## config.mk

```make
export PLATFORM = sky130hd
export DESIGN_NAME = datapath_unit_flat
export DESIGN_NICKNAME = d
export VERILOG_FILES = /design/src/rtl/datapath_pkg.sv /design/src/rtl/datapath_unit_if.sv /design/src/rtl/datapath_unit_register_file.sv /design/src/rtl/datapath_unit.sv /design/src/flat_wrapper.sv
export SDC_FILE = /design/constraint.sdc
export NUM_CORES = 1
export LEC_CHECK = 0
export CAP_MARGIN = 20
export CORE_MARGIN = 4
export CORE_UTILIZATION = 30
export DETAILED_ROUTE_END_ITERATION = 6
export MAX_ROUTING_LAYER = met4
export SYNTH_ARGS = -nofsm -noshare
export SYNTH_HDL_FRONTEND = slang
export SYNTH_SLANG_ARGS = --single-unit
```

## constraint.sdc

```tcl
create_clock -name i_clk -period 6 [get_ports i_clk]
set_clock_uncertainty 0.15 [all_clocks]
set_input_delay 1.2 -clock i_clk [delete_from_list [all_inputs] [get_ports i_clk]]
set_output_delay 1.2 -clock i_clk [all_outputs]
set_load 0.01 [all_outputs]
```

## src/rtl/datapath_pkg.sv

```systemverilog
// datapath_pkg: shared constants for the datapath (default width, FS codes, STATUS bit indices)
package datapath_pkg;
   localparam int WIDTH_DEF = 4;
   localparam logic [3:0] FS_TFRA  = 4'b0000;
   localparam logic [3:0] FS_INC   = 4'b0001;
   localparam logic [3:0] FS_ADD   = 4'b0010;
   localparam logic [3:0] FS_ADDC  = 4'b0011;
   localparam logic [3:0] FS_ADDNB = 4'b0100;
   localparam logic [3:0] FS_SUB   = 4'b0101;
   localparam logic [3:0] FS_DEC   = 4'b0110;
   localparam logic [3:0] FS_TFRA2 = 4'b0111;
   localparam logic [3:0] FS_AND   = 4'b1000;
   localparam logic [3:0] FS_OR    = 4'b1001;
   localparam logic [3:0] FS_XOR   = 4'b1010;
   localparam logic [3:0] FS_NOTA  = 4'b1011;
   localparam logic [3:0] FS_TFRB  = 4'b1100;
   localparam logic [3:0] FS_SHR   = 4'b1101;
   localparam logic [3:0] FS_SHL   = 4'b1110;
   localparam logic [3:0] FS_ZERO  = 4'b1111;
   localparam int FLAG_V = 3;
   localparam int FLAG_C = 2;
   localparam int FLAG_N = 1;
   localparam int FLAG_Z = 0;
endpackage

```

## src/rtl/datapath_unit_if.sv

```systemverilog
// datapath_unit_if: control word in, buses and STATUS out
//   master (control unit): drives da/aa/ba/mb/md/rw/mw/fs/constant, reads a_bus/b_bus/d_bus/status
//   slave  (datapath):     the reverse
interface datapath_unit_if #(
   parameter int WIDTH = datapath_pkg::WIDTH_DEF,
   parameter int NREGS = 4
);
   localparam int AW = $clog2(NREGS);
   logic [AW-1:0]    da;
   logic [AW-1:0]    aa;
   logic [AW-1:0]    ba;
   logic             mb;
   logic             md;
   logic             rw;
   logic             mw;
   logic [3:0]       fs;
   logic [WIDTH-1:0] constant;
   logic [WIDTH-1:0] a_bus;
   logic [WIDTH-1:0] b_bus;
   logic [WIDTH-1:0] d_bus;
   logic [3:0]       status;
   modport master (output da, aa, ba, mb, md, rw, mw, fs, constant,
                   input  a_bus, b_bus, d_bus, status);
   modport slave  (input  da, aa, ba, mb, md, rw, mw, fs, constant,
                   output a_bus, b_bus, d_bus, status);
endinterface

```

## src/rtl/datapath_unit_register_file.sv

```systemverilog
// register_file: NREGS x WIDTH registers, two combinational read ports, one synchronous write port
//   i_clk, i_rst_n (async active-low clear), i_we/i_wa/i_wd write port,
//   i_ra/o_a and i_rb/o_b read ports.
//   Build option R0_ZERO_EN: R0 reads as 0 and writes to it are dropped.
module register_file #(
   parameter int WIDTH = 4,
   parameter int NREGS = 4,
   localparam int AW = $clog2(NREGS)
) (
   input  logic             i_clk,
   input  logic             i_rst_n,
   input  logic             i_we,
   input  logic [AW-1:0]    i_wa,
   input  logic [WIDTH-1:0] i_wd,
   input  logic [AW-1:0]    i_ra,
   input  logic [AW-1:0]    i_rb,
   output logic [WIDTH-1:0] o_a,
   output logic [WIDTH-1:0] o_b
);
   logic [WIDTH-1:0] r_regs [NREGS];
   logic             w_we;
`ifdef R0_ZERO_EN
   assign w_we = i_we && (i_wa != '0);
   assign o_a  = (i_ra == '0) ? '0 : r_regs[i_ra];
   assign o_b  = (i_rb == '0) ? '0 : r_regs[i_rb];
`else
   assign w_we = i_we;
   assign o_a  = r_regs[i_ra];
   assign o_b  = r_regs[i_rb];
`endif
   always_ff @(posedge i_clk or negedge i_rst_n)
      if (!i_rst_n)
         for (int i = 0; i < NREGS; i++) r_regs[i] <= '0;
      else if (w_we)
         r_regs[i_wa] <= i_wd;
endmodule

```

## src/rtl/datapath_unit.sv

```systemverilog
// datapath_unit: single-cycle datapath (register file, function unit, data memory, STATUS register)
//   i_clk   rising-edge clock
//   i_rst_n async active-low reset (registers and STATUS; memory keeps its contents)
//   io      slave side of datapath_unit_if: control word in, A/B/D buses and STATUS {V,C,N,Z} out
//   Build option R0_ZERO_EN: forwarded to register_file, hard-wires R0 to 0.
module datapath_unit
   import datapath_pkg::*;
#(
   parameter int WIDTH      = WIDTH_DEF,
   parameter int NREGS      = 4,
   parameter int DMEM_DEPTH = 16
) (
   input  logic  i_clk,
   input  logic  i_rst_n,
   datapath_unit_if.slave io
);
   localparam int MAW = $clog2(DMEM_DEPTH);
   logic [WIDTH-1:0] r_mem [DMEM_DEPTH];
   logic [3:0]       r_status;
   logic [WIDTH-1:0] w_a;
   logic [WIDTH-1:0] w_rb;
   logic [WIDTH-1:0] w_b;
   logic [WIDTH-1:0] w_y;
   logic             w_cin;
   logic [WIDTH:0]   w_sum;
   logic [WIDTH-1:0] w_f;
   logic [WIDTH-1:0] w_d;
   logic [WIDTH-1:0] w_mrd;
   logic             w_arith;
   register_file #(.WIDTH(WIDTH), .NREGS(NREGS)) u_rf (
      .i_clk  (i_clk),
      .i_rst_n(i_rst_n),
      .i_we   (io.rw),
      .i_wa   (io.da),
      .i_wd   (w_d),
      .i_ra   (io.aa),
      .i_rb   (io.ba),
      .o_a    (w_a),
      .o_b    (w_rb)
   );
   assign w_b     = io.mb ? io.constant : w_rb;
   assign w_mrd   = r_mem[w_a[MAW-1:0]];
   assign w_arith = !io.fs[3];
   // Every arithmetic code is A + y + cin through one adder; A-B is A+~B+1, A-1 is A+all-ones.
   always_comb begin
      w_y   = '0;
      w_cin = 1'b0;
      case (io.fs)
         FS_INC:   w_cin = 1'b1;
         FS_ADD:   w_y = w_b;
         FS_ADDC:  begin w_y = w_b; w_cin = 1'b1; end
         FS_ADDNB: w_y = ~w_b;
         FS_SUB:   begin w_y = ~w_b; w_cin = 1'b1; end
         FS_DEC:   w_y = '1;
         default:  ;
      endcase
      w_sum = {1'b0, w_a} + {1'b0, w_y} + {{WIDTH{1'b0}}, w_cin};
      case (io.fs)
         FS_AND:  w_f = w_a & w_b;
         FS_OR:   w_f = w_a | w_b;
         FS_XOR:  w_f = w_a ^ w_b;
         FS_NOTA: w_f = ~w_a;
         FS_TFRB: w_f = w_b;
         FS_SHR:  w_f = w_b >> 1;
         FS_SHL:  w_f = w_b << 1;
         FS_ZERO: w_f = '0;
         default: w_f = w_sum[WIDTH-1:0];
      endcase
   end
   assign w_d = io.md ? w_mrd : w_f;
   // Memory has no reset; the i_rst_n term drops a write on an edge that lands during reset.
   always_ff @(posedge i_clk)
      if (io.mw && i_rst_n) r_mem[w_a[MAW-1:0]] <= w_b;
   always_ff @(posedge i_clk or negedge i_rst_n)
      if (!i_rst_n)
         r_status <= '0;
      else begin
         r_status[FLAG_Z] <= (w_f == '0);
         r_status[FLAG_N] <= w_f[WIDTH-1];
         r_status[FLAG_C] <= w_arith && w_sum[WIDTH];
         r_status[FLAG_V] <= w_arith && (w_a[WIDTH-1] == w_y[WIDTH-1]) && (w_sum[WIDTH-1] != w_a[WIDTH-1]);
      end
   assign io.a_bus  = w_a;
   assign io.b_bus  = w_b;
   assign io.d_bus  = w_d;
   assign io.status = r_status;
endmodule
```

## src/flat_wrapper.sv

```systemverilog
// flat-port wrapper written by rule: the top's interface ports become plain ports
module datapath_unit_flat import datapath_pkg::*;
#(
   parameter int WIDTH      = WIDTH_DEF,
   parameter int NREGS      = 4,
   parameter int DMEM_DEPTH = 16
)
  (i_clk, i_rst_n, io_da, io_aa, io_ba, io_mb, io_md, io_rw, io_mw, io_fs, io_constant, io_a_bus, io_b_bus, io_d_bus, io_status);
  datapath_unit_if #(.WIDTH(WIDTH), .NREGS(NREGS)) io_i ();
  input  logic i_clk;
  input  logic i_rst_n;
  input wire logic [$bits(io_i.da)-1:0] io_da;
  input wire logic [$bits(io_i.aa)-1:0] io_aa;
  input wire logic [$bits(io_i.ba)-1:0] io_ba;
  input wire logic [$bits(io_i.mb)-1:0] io_mb;
  input wire logic [$bits(io_i.md)-1:0] io_md;
  input wire logic [$bits(io_i.rw)-1:0] io_rw;
  input wire logic [$bits(io_i.mw)-1:0] io_mw;
  input wire logic [$bits(io_i.fs)-1:0] io_fs;
  input wire logic [$bits(io_i.constant)-1:0] io_constant;
  output wire logic [$bits(io_i.a_bus)-1:0] io_a_bus;
  output wire logic [$bits(io_i.b_bus)-1:0] io_b_bus;
  output wire logic [$bits(io_i.d_bus)-1:0] io_d_bus;
  output wire logic [$bits(io_i.status)-1:0] io_status;
  assign io_i.da = io_da;
  assign io_i.aa = io_aa;
  assign io_i.ba = io_ba;
  assign io_i.mb = io_mb;
  assign io_i.md = io_md;
  assign io_i.rw = io_rw;
  assign io_i.mw = io_mw;
  assign io_i.fs = io_fs;
  assign io_i.constant = io_constant;
  assign io_a_bus = io_i.a_bus;
  assign io_b_bus = io_i.b_bus;
  assign io_d_bus = io_i.d_bus;
  assign io_status = io_i.status;
  datapath_unit #(.WIDTH(WIDTH), .NREGS(NREGS), .DMEM_DEPTH(DMEM_DEPTH)) u_core (.i_clk(i_clk), .i_rst_n(i_rst_n), .io(io_i));
endmodule
```

==> flow_metrics.py, run 1 <==
metrics = {
    "global_route": {
        "overflow": 0,
        "antenna_found_initial": 0,
        "grt_max_degree": 23,
        "grt_pass1_vias": 2974,
        "grt_usage_pct": 13.2,
        "grt_pass1_wl_um": 16100,
    },
    "clock_tree": {
        "cts-root-buf": "clkbuf_16",
        "path_clk_slew_ns": 0.06,
        "hold_buffers": 0,
        "cts_buffers": 9,
        "cts.sinks": 84,
        "clk_latency_ns": 0.34,
        "htreeDepth": 3,
        "cts_tree": "yes",
        "cts_buffer_depth": 2,
    },
    "die": {
        "start_util_pct": 30.8,
        "pin_count": 36,
        "row_count": 43,
        "fp.dieArea_um2": 16300,
        "die_x_um": 128,
        "fp.dieH_um": 128,
        "design.core.area_um2": 14000,
    },
    "drt": {
        "vias": 2868,
        "viasPerCell": 4.94,
        "drt_iter0_markers": 228,
        "totalWireLength_um": 10000,
        "drtPass1Iterations": 4,
        "drc_errors": 0,
        "routedWlPerCell_um": 17.3,
        "antenna_left": 0,
    },
    "synth": {
        "netlist_instances": 323,
        "synth-edff-count": 64,
        "yosys_most_used_dff": "edfxtp_1",
        "synth.most_common_cell": "edfxtp_1",
        "synth_commonest_cells": "edfxtp_1 (64), mux2i_1 (33), nor2_1 (26)",
        "synth_nets": 356,
        "synth_cell_types": 53,
        "async_flop_share_pct": 23.8,
        "syn-cell-area_um2": 4310,
        "synth_top_area_share_pct": 44.6,
        "yosys.area.top_type": "edfxtp_1",
        "ys_warn_count": 0,
        "synth_area_leaders": "edfxtp_1 (45%), dfrtp_1 (12%), mux2i_1 (7.7%)",
        "syn_avg_cell_area_um2": 13.3,
        "synth_seq_area_share_pct": 56.3,
        "ys_ff_latch": 84,
    },
    "run_status": {
        "status": "complete, no violations",
    },
    "placed_design": {
        "dp_cells": 562,
        "place.gp.congestion": 0.858,
        "io_buffers": 35,
        "dp_hpwl_um": 7430,
    },
    "setup_path": {
        "path_buf_inv": 5,
        "crit_arrival_ns": 4.44,
        "endpoint_kind": "output pin",
        "reg2reg_slack_ns": 2.71,
        "rr_worst_depth": 13,
        "path_max_fanout": 3,
        "crit_family": "buffers and inverters",
        "start_kind": "input pin",
        "setup.worst_path.class": "input pin to output pin",
        "slowest_stage": "mux4_2",
        "path_cells": "clkdlybuf4s50_1 > buf_4 > mux4_2 > mux2i_4 > mux2i_1 > nor2_1 > ha_1 > inv_1 > and3_1 > o32a_1 > o221ai_2 > o211ai_1 > inv_1 > clkdlybuf4s50_1",
        "r2r_start": "u_core.u_rf.r_regs[0]$_DFFE_PN0P_",
        "worstPathRequired_ns": 4.65,
        "cpPeakStageDelay_ns": 0.53,
        "worst_r2r_endpoint": "u_core.u_rf.r_regs[4]$_DFFE_PN0P_",
    },
    "power": {
        "powerDensity_nw_per_um2": 448,
        "leakagePower_nw": 2.09,
        "swShare_pct": 34.9,
        "p_int_mw": 1.60,
        "total_power_mw": 2.45,
        "pwr-share-seq_pct": 32.4,
        "vdd_drop_max_mv": 0.202,
        "clkPwrFrac_pct": 23.1,
        "combPwrFrac_pct": 44.5,
        "switching_power_mw": 0.855,
    },
    "sta": {
        "tightest_slew_ns": 0.763,
        "drv_slew": 0,
        "max_freq_mhz": 173,
        "hold_ws_ns": 0.358,
        "period_share_pct": 96.5,
        "fin_setup_tns_ns": 0,
        "rsz0062_at_grt": "false",
        "relSlewSlack_pct": 49.0,
        "finalHoldViolCount": 0,
        "setup_viol": 0,
        "fin_crit_ns": 5.79,
    },
    "final_layout": {
        "finalNonFillerCells": 580,
        "nFillCells": 1336,
        "final_util_pct": 39.1,
        "drive_above_1_share_pct": 23.5,
        "nNetsFinal": 428,
        "diodes": 0,
        "area.growth.synth_to_final_pct": 27.1,
    },
    "worst_hold_path": {
        "hp-class": "register to register",
        "hp-start": "u_core.u_rf.r_regs[11]$_DFFE_PN0P_",
        "holdPathStages": 2,
        "holdPathEnd": "u_core.u_rf.r_regs[11]$_DFFE_PN0P_",
    },
    "flow_run": {
        "drv_cap": 0,
    },
}
[cell type report]
type | count | area, um^2 | area share, %
Sequential cell | 84 | 2420 | 44.3
Multi-Input combinational cell | 201 | 1760 | 32.2
Timing Repair Buffer | 73 | 662 | 12.1
Clock buffer | 9 | 225 | 4.11
Tap cell | 180 | 225 | 4.11
Inverter | 26 | 97.6 | 1.78
Clock inverter | 7 | 81.3 | 1.49
[how the worst max path moves through the flow]
| stage | slack [ns] | cells after the start | endpoint | startpoint |
|---|---|---|---|---|
| after floorplan | 0.50 | 13 | io_d_bus[1] | io_ba[1] |
| after global placement | -0.22 | 13 | io_d_bus[1] | io_ba[1] |
| after detailed placement | -0.20 | 13 | io_d_bus[1] | io_ba[1] |
| after CTS | 0.06 | 14 | io_d_bus[3] | io_ba[0] |
| after global routing | 0.01 | 14 | io_d_bus[3] | io_ba[0] |
| final | 0.21 | 14 | io_d_bus[3] | io_ba[0] |
[metal layers]
| metal | up-vias | GRT usage, % | share of wire (%) |
|---|---|---|---|
| met5 | - | - | 0 |
| met4 | 0 | 4.49 | 2.1 |
| met3 | 19 | 3.50 | 7.4 |
| met2 | 104 | 19.0 | 44 |
| met1 | 1380 | 18.2 | 46 |
| li1 | 1365 | - | - |
[stage by stage]
step | setup slack, ns | instance area (um^2)
2_1_floorplan | 0.496 | 4310
3_3_place_gp | -0.219 | 5080
3_5_place_dp | -0.196 | 5100
4_1_cts | 0.0571 | 5440
5_1_grt | 0.0110 | 5470
6_report | 0.209 | 5470
[power groups by stage]
stage / registers, mW / logic (mW) / clock network [mW]
detailed placement: 0.804 / 1.07 / 0
global placement: 0.800 / 1.06 / 0
floorplan: 0.794 / 0.660 / 0
finish: 0.795 / 1.09 / 0.567
global route: 0.804 / 1.20 / 0.609
CTS: 0.795 / 1.10 / 0.577
[state kept, by name (all words and copies together), names as in the netlist]
register / count
u_core.io.status: 4
u_core.r_mem: 64
u_core.u_rf.r_regs: 16
[worst reg2reg max path, delay by kind of cell, from the launching register on]
family                   cells  cell delay, ns
multiplexers                 2            0.56
flip-flops                   1            0.41
AND/OR/NAND/NOR              4            0.28
buffers and inverters        2            0.25
adder cells (fa/ha/maj)      1            0.46
AO/OA/AOI/OAI                4            1.05
[cells by family (layout without fill, tap and decap cells)]
| logic type | after synthesis | count (layout) | synth area share, % |
|---|---|---|---|
| buffers and inverters | 38 | 115 | 3.81 |
| AOI/OAI and AO/OA | 41 | 41 | 7.27 |
| DFF | 84 | 84 | 56.3 |
| muxes | 64 | 64 | 18.9 |
| and+or+nand+nor | 81 | 81 | 9.21 |
| xor gates and xnor gates | 2 | 2 | 0.407 |
| adders and majority gates | 13 | 13 | 4.13 |
[what timing repair did]
item	in CTS	in global routing
endpoints found under the setup margin	2	4
gates resized for setup	4	8
pin swaps	2	4
buffers inserted	2	0
[placed cells by master, fill, tap and decap left out, types with 9 or more instances in the layout]
cell type and count:
edfxtp_1 64, buf_4 37, mux2i_1 32, clkdlybuf4s50_1 31, nor2_1 24, inv_1 23
dfrtp_1 20, nand2_1 17, mux2_2 13, mux4_2 12, ha_1 11, clkbuf_16 9
(Power assumes the default switching activity.)
==> run 2, diff against run 1 <==
--- a/config.mk
+++ b/config.mk
@@ -12,4 +12,5 @@
 export MAX_ROUTING_LAYER = met4
 export SYNTH_ARGS = -nofsm -noshare
 export SYNTH_HDL_FRONTEND = slang
+export SYNTH_HIERARCHICAL = 1
 export SYNTH_SLANG_ARGS = --single-unit
==> flow_metrics.py, run 2 <==
metrics = {
    "worst_hold_path": {
        "hp-start": "u_core/u_rf/r_regs[5]$_DFFE_PN0P_",
        "hp-class": "register to register",
    },
    "final_layout": {
        "largest_reg_flops": 64,
        "final_cell_mix": "edfxtp_1 (64), clkdlybuf4s50_1 (34), buf_4 (32)",
        "mostFrequentLayoutCell": "edfxtp_1",
        "area.growth.synth_to_final_pct": 25.7,
        "nFillCells": 1275,
        "drive_above_1_share_pct": 29.1,
        "nNetsFinal": 358,
        "diodes": 0,
        "finalNonFillerCells": 506,
    },
    "synth": {
        "ys_warn_count": 6,
        "synth-edff-count": 64,
        "syn-cell-area_um2": 4180,
        "synth_top_area_share_pct": 46.0,
        "synth_area_leaders": "edfxtp_1 (46%), dfrtp_1 (12%), mux4_2 (9.2%)",
        "synth_seq_area_share_pct": 58.0,
        "synth_commonest_cells": "edfxtp_1 (64), nor2_1 (25), mux2_2 (21)",
        "ys_ff_latch": 84,
        "async_flop_share_pct": 23.8,
        "synth_cell_types": 42,
        "synth.most_common_cell": "edfxtp_1",
        "syn_avg_cell_area_um2": 16.3,
        "yosys_most_used_dff": "edfxtp_1",
        "netlist_instances": 256,
        "yosys.area.top_type": "edfxtp_1",
        "synth_nets": 289,
    },
    "placed_design": {
        "place.gp.congestion": 0.908,
        "io_buffers": 35,
        "dp_cells": 489,
        "dp_hpwl_um": 7200,
        "dp_slack_ns": -0.128,
    },
    "clock_tree": {
        "cts.sinks": 84,
        "htreeDepth": 3,
        "clk_latency_ns": 0.34,
        "cts_buffer_depth": 2,
        "cts-root-buf": "clkbuf_16",
        "path_clk_slew_ns": 0.06,
        "cts_buffers": 9,
        "cts_tree": "yes",
    },
    "sta": {
        "drv_slew": 0,
        "period_share_pct": 97.9,
        "max_freq_mhz": 170,
        "finalHoldViolCount": 0,
        "fin_setup_tns_ns": 0,
        "rsz0062_at_grt": "false",
        "hold_ws_ns": 0.382,
        "relSlewSlack_pct": 54.5,
        "tightest_slew_ns": 0.677,
        "final.setup.worst_slack_ns": 0.126,
        "setup_viol": 0,
        "fin_crit_ns": 5.87,
    },
    "die": {
        "fp.dieArea_um2": 15900,
        "die_x_um": 126,
        "start_util_pct": 31.0,
        "row_count": 42,
        "fp.dieH_um": 126,
        "pin_count": 36,
        "design.core.area_um2": 13500,
    },
    "power": {
        "vdd_drop_max_mv": 0.159,
        "powerDensity_nw_per_um2": 456,
        "leakagePower_nw": 1.91,
        "total_power_mw": 2.39,
    },
    "global_route": {
        "grt.busiest_layer": "met2",
        "use_met3_pct": 2.54,
        "grt_max_degree": 23,
        "use_met1_pct": 18.0,
        "grt_pass1_wl_um": 15600,
        "grt_usage_pct": 13.2,
        "grt_pass1_vias": 2762,
        "antenna_found_initial": 0,
        "grt_use_met2_pct": 20.1,
        "overflow": 0,
    },
    "setup_path": {
        "crit_start": "io_ba[1]",
        "path_cells": "clkdlybuf4s50_1 > mux4_2 > mux2_2 > nor2_1 > a211oi_2 > fa_2 > fa_1 > xor2_1 > nor2_1 > a31oi_1 > mux2_4 > clkdlybuf4s50_1",
        "crit_arrival_ns": 4.52,
        "setup.worst_path.class": "input pin to output pin",
        "slowest_stage": "clkdlybuf4s50_1",
        "cpPeakStageDelay_ns": 0.55,
        "r2r_start": "u_core/u_rf/r_regs[0]$_DFFE_PN0P_",
        "path_max_fanout": 3,
        "worstPathRequired_ns": 4.65,
        "endpoint_kind": "output pin",
        "start_kind": "input pin",
    },
    "drt": {
        "routedWlPerCell_um": 19.7,
        "totalWireLength_um": 9950,
        "drc_errors": 0,
        "drt_iter0_markers": 323,
        "vias": 2601,
        "viasPerCell": 5.14,
        "drtPass1Iterations": 4,
        "antenna_left": 0,
    },
    "run_status": {
        "status": "complete, no violations",
    },
    "flow_run": {
        "drv_cap": 0,
    },
}
[run 2: cell count changes in the layout (fill, tap and decap cells not counted), moves of 4 or more]
cell and delta:
a21oi_1 -5, buf_4 -5, inv_1 -13, mux2_1 -5, mux2_2 +6, mux2i_1 -31, mux4_1 +13, mux4_2 +5
nand2_1 -12, nor2b_1 -4
[run 2: layout make-up]
type	count	area, um^2	share of cell area (%)
repair buffers	68	609	11.6
clock inverters	6	38.8	0.739
clock buffers	10	229	4.36
multi-input cells	149	1680	32.0
inverters	13	48.8	0.930
flip-flops and latches	84	2420	46.2
well taps	176	220	4.20
[run 2: critical path, delay by kind of cell]
kind / cells / cell delay [ns]
AO/OA/AOI/OAI: 2 / 0.28
XOR/XNOR: 1 / 0.16
adder cells (fa/ha/maj): 2 / 0.81
buffers and inverters: 2 / 1.08
multiplexers: 3 / 0.82
AND/OR/NAND/NOR: 2 / 0.17
[run 2: path summary, 6_finish.rpt]
| check | slack (ns) | to | cells after the start |
|---|---|---|---|
| hold / removal | 0.38 | u_core/u_rf/r_regs[5]$_DFFE_PN0P_ | 1 |
| setup reg to reg | 2.57 | u_core/u_rf/r_regs[2]$_DFFE_PN0P_ | 12 |
| max in group asynchronous | 4.40 | u_core/io.status[1]$_DFF_PN0_ | 2 |
| setup / recovery | 0.13 | io_d_bus[2] | 12 |
| hold reg to reg | 0.38 | u_core/u_rf/r_regs[5]$_DFFE_PN0P_ | 1 |
| min in group asynchronous | 1.07 | u_core/u_rf/r_regs[4]$_DFFE_PN0P_ | 2 |
[run 2: kinds of logic after synthesis]
kind of cell               count (synthesis)  synth area share [%]
DFF                                       84                  58.0
muxes                                     55                  24.2
and+or+nand+nor                           51                  5.96
AOI/OAI and AO/OA                         27                  4.58
buffers and inverters                     23                  2.37
adders and majority gates                 13                  4.26
xor gates and xnor gates                   3                 0.629
[run 2: per-layer routing]
metal  wire [um]  up-vias  part of all wire, %
met5           0        -                    0
met4         150        0                  1.5
met3         536       15                  5.4
met2        4770       70                   48
met1        4500     1352                   45
li1            -     1164                    -
[run 2: metrics by stage]
stage | utilization (%) | instance area [um^2]
2_1_floorplan | - | 4180
3_3_place_gp | 36.8 | 4950
3_5_place_dp | 36.8 | 4950
4_1_cts | 39.0 | 5240
5_1_grt | 39.0 | 5250
6_report | 39.0 | 5250
[run 2: what timing repair did]
action / 4_1_cts / 5_1_grt
buffers inserted: 1 / 0
resized for setup: 6 / 1
endpoints found under the setup margin: 4 / 1
hold buffers: 0 / 0
gates cloned: 0 / 0
[run 2: where the power goes]
group | internal (mW) | total [mW] | switching [mW]
clock | 0.280 | 0.502 | 0.222
combinational | 0.562 | 1.09 | 0.524
sequential | 0.757 | 0.803 | 0.0455
total | 1.60 | 2.39 | 0.792
==> run 3, diff against run 2 <==
==> constraint.sdc (replaced) <==
create_clock -name i_clk -period 5.05 [get_ports i_clk]
set_clock_uncertainty 0.15 [all_clocks]
set_input_delay 1.01 -clock i_clk [delete_from_list [all_inputs] [get_ports i_clk]]
set_output_delay 1.01 -clock i_clk [all_outputs]
set_load 0.01 [all_outputs]
==> flow_metrics.py, run 3 (synthesized netlist as in run 2, its figures left out) <==
metrics = {
    "run_status": {
        "status": "complete, no violations",
    },
    "global_route": {
        "grt_max_degree": 20,
        "overflow": 0,
        "antenna_found_initial": 0,
        "grt_pass1_vias": 2751,
        "grt_pass1_wl_um": 15900,
        "grt_usage_pct": 13.6,
    },
    "final_layout": {
        "nNetsFinal": 383,
        "diodes": 0,
        "mostFrequentLayoutCell": "edfxtp_1",
        "largest_reg_flops": 64,
        "final_cell_mix": "edfxtp_1 (64), buf_4 (50), clkdlybuf4s50_1 (28)",
        "area.growth.synth_to_final_pct": 33.4,
        "nFillCells": 1278,
        "drive_above_1_share_pct": 37.5,
    },
    "sta": {
        "drv_slew": 0,
        "period_share_pct": 98.2,
        "fin_crit_ns": 4.96,
        "rsz0062_at_grt": "false",
        "max_freq_mhz": 202,
        "relSlewSlack_pct": 46.9,
        "final.setup.worst_slack_ns": 0.0925,
        "hold_ws_ns": 0.380,
        "tightest_slew_ns": 0.791,
        "finalHoldViolCount": 0,
        "setup_viol": 0,
        "fin_setup_tns_ns": 0,
    },
    "flow_run": {
        "drv_cap": 0,
    },
    "drt": {
        "viasPerCell": 5.12,
        "topRoutingLayerUsed": "met4",
        "vias": 2718,
        "totalWireLength_um": 10300,
        "wl_met1_um": 4550,
        "met3_length_um": 594,
        "drtPass1Iterations": 4,
        "drt_iter0_markers": 195,
        "antenna_left": 0,
        "drc_errors": 0,
        "routedWlPerCell_um": 19.4,
        "routed-wl-met2_um": 4940,
    },
    "clock_tree": {
        "path_clk_slew_ns": 0.06,
        "clk_latency_ns": 0.34,
        "cts_buffer_depth": 2,
        "cts.sinks": 84,
        "hold_buffers": 0,
        "htreeDepth": 3,
        "cts_tree": "yes",
        "cts-root-buf": "clkbuf_16",
        "cts_buffers": 9,
    },
    "die": {
        "pin_count": 36,
        "fp.dieArea_um2": 15900,
        "design.core.area_um2": 13500,
        "fp.dieH_um": 126,
        "die_x_um": 126,
        "row_count": 42,
        "start_util_pct": 31.0,
    },
    "setup_path": {
        "setup.worst_path.class": "input pin to output pin",
        "path_max_fanout": 4,
        "start_kind": "input pin",
        "endpoint_kind": "output pin",
        "worstPathRequired_ns": 3.89,
        "crit_arrival_ns": 3.80,
    },
    "placed_design": {
        "place.gp.congestion": 0.870,
        "io_buffers": 35,
        "dp_hpwl_um": 7170,
        "dp_slack_ns": -0.655,
    },
    "power": {
        "leakagePower_nw": 2.09,
        "vdd_drop_max_mv": 0.243,
        "powerDensity_nw_per_um2": 556,
    },
    "worst_hold_path": {
        "hp-class": "register to register",
    },
}
run 3: area by class of cell:
| class | count | area [um^2] | share of cell area [%] |
|---|---|---|---|
| flip-flops and latches | 84 | 2420 | 43.5 |
| multi-input cells | 149 | 1720 | 30.8 |
| repair buffers | 93 | 855 | 15.3 |
| clock buffers | 9 | 225 | 4.04 |
| well taps | 176 | 220 | 3.95 |
| clock inverters | 7 | 82.6 | 1.48 |
| inverters | 13 | 48.8 | 0.876 |
run 3: worst paths after layout:
path / endpoint / slack, ns / from / cells past startpoint
hold reg to reg: u_core/u_rf/r_regs[7]$_DFFE_PN0P_ / 0.38 / u_core/u_rf/r_regs[7]$_DFFE_PN0P_ / 1
setup reg to reg: u_core/u_rf/r_regs[1]$_DFFE_PN0P_ / 1.58 / u_core/u_rf/r_regs[1]$_DFFE_PN0P_ / 13
max in group asynchronous: u_core/u_rf/r_regs[13]$_DFFE_PN0P_ / 3.30 / i_rst_n / 2
hold / removal: u_core/u_rf/r_regs[7]$_DFFE_PN0P_ / 0.38 / u_core/u_rf/r_regs[7]$_DFFE_PN0P_ / 1
min in group asynchronous: u_core/u_rf/r_regs[6]$_DFFE_PN0P_ / 0.88 / i_rst_n / 1
setup / recovery: io_d_bus[1] / 0.09 / io_ba[0] / 14
run 3: through the flow:
stage                     cell area (um^2)  util (%)  cells  total power [mW]
final                                 5570      41.4    531              3.09
after global routing                  5570      41.4    531              3.26
after CTS                             5540      41.2    530              3.10
after detailed placement              5120      38.0    508              2.32
after global placement                5120      38.0    508              2.30
after floorplan                       4180         -    256              1.70
run 3: timing repair:
action	in CTS	in global routing
gates cloned	1	0
setup buffers	5	1
pin swaps	3	3
endpoints found under the setup margin	4	4
gates resized for setup	28	9
run 3: metal layers:
layer  up-vias  track usage (%)
li1       1218                -
met1      1411             17.9
met2        74             20.1
met3        15             3.68
met4         0             4.98
met5         -                -
run 3: critical path: stages:
cell and delay (ns):
clkbuf_2 0.11, buf_6 0.12, mux4_2 0.49, mux2_4 0.31
buf_4 0.15, buf_12 0.12, inv_1 0.04, ha_1 0.22
mux2_1 0.30, o211ai_1 0.16, o41a_1 0.20, a31oi_2 0.11
mux2_4 0.30, buf_2 0.14
run 3: power breakdown:
part	total (mW)	leakage [nW]	internal [mW]	switching [mW]
clock network	0.671	0.145	0.391	0.280
logic	1.46	1.13	0.792	0.672
registers	0.959	0.821	0.900	0.0590
total	3.09	2.09	2.08	1.01
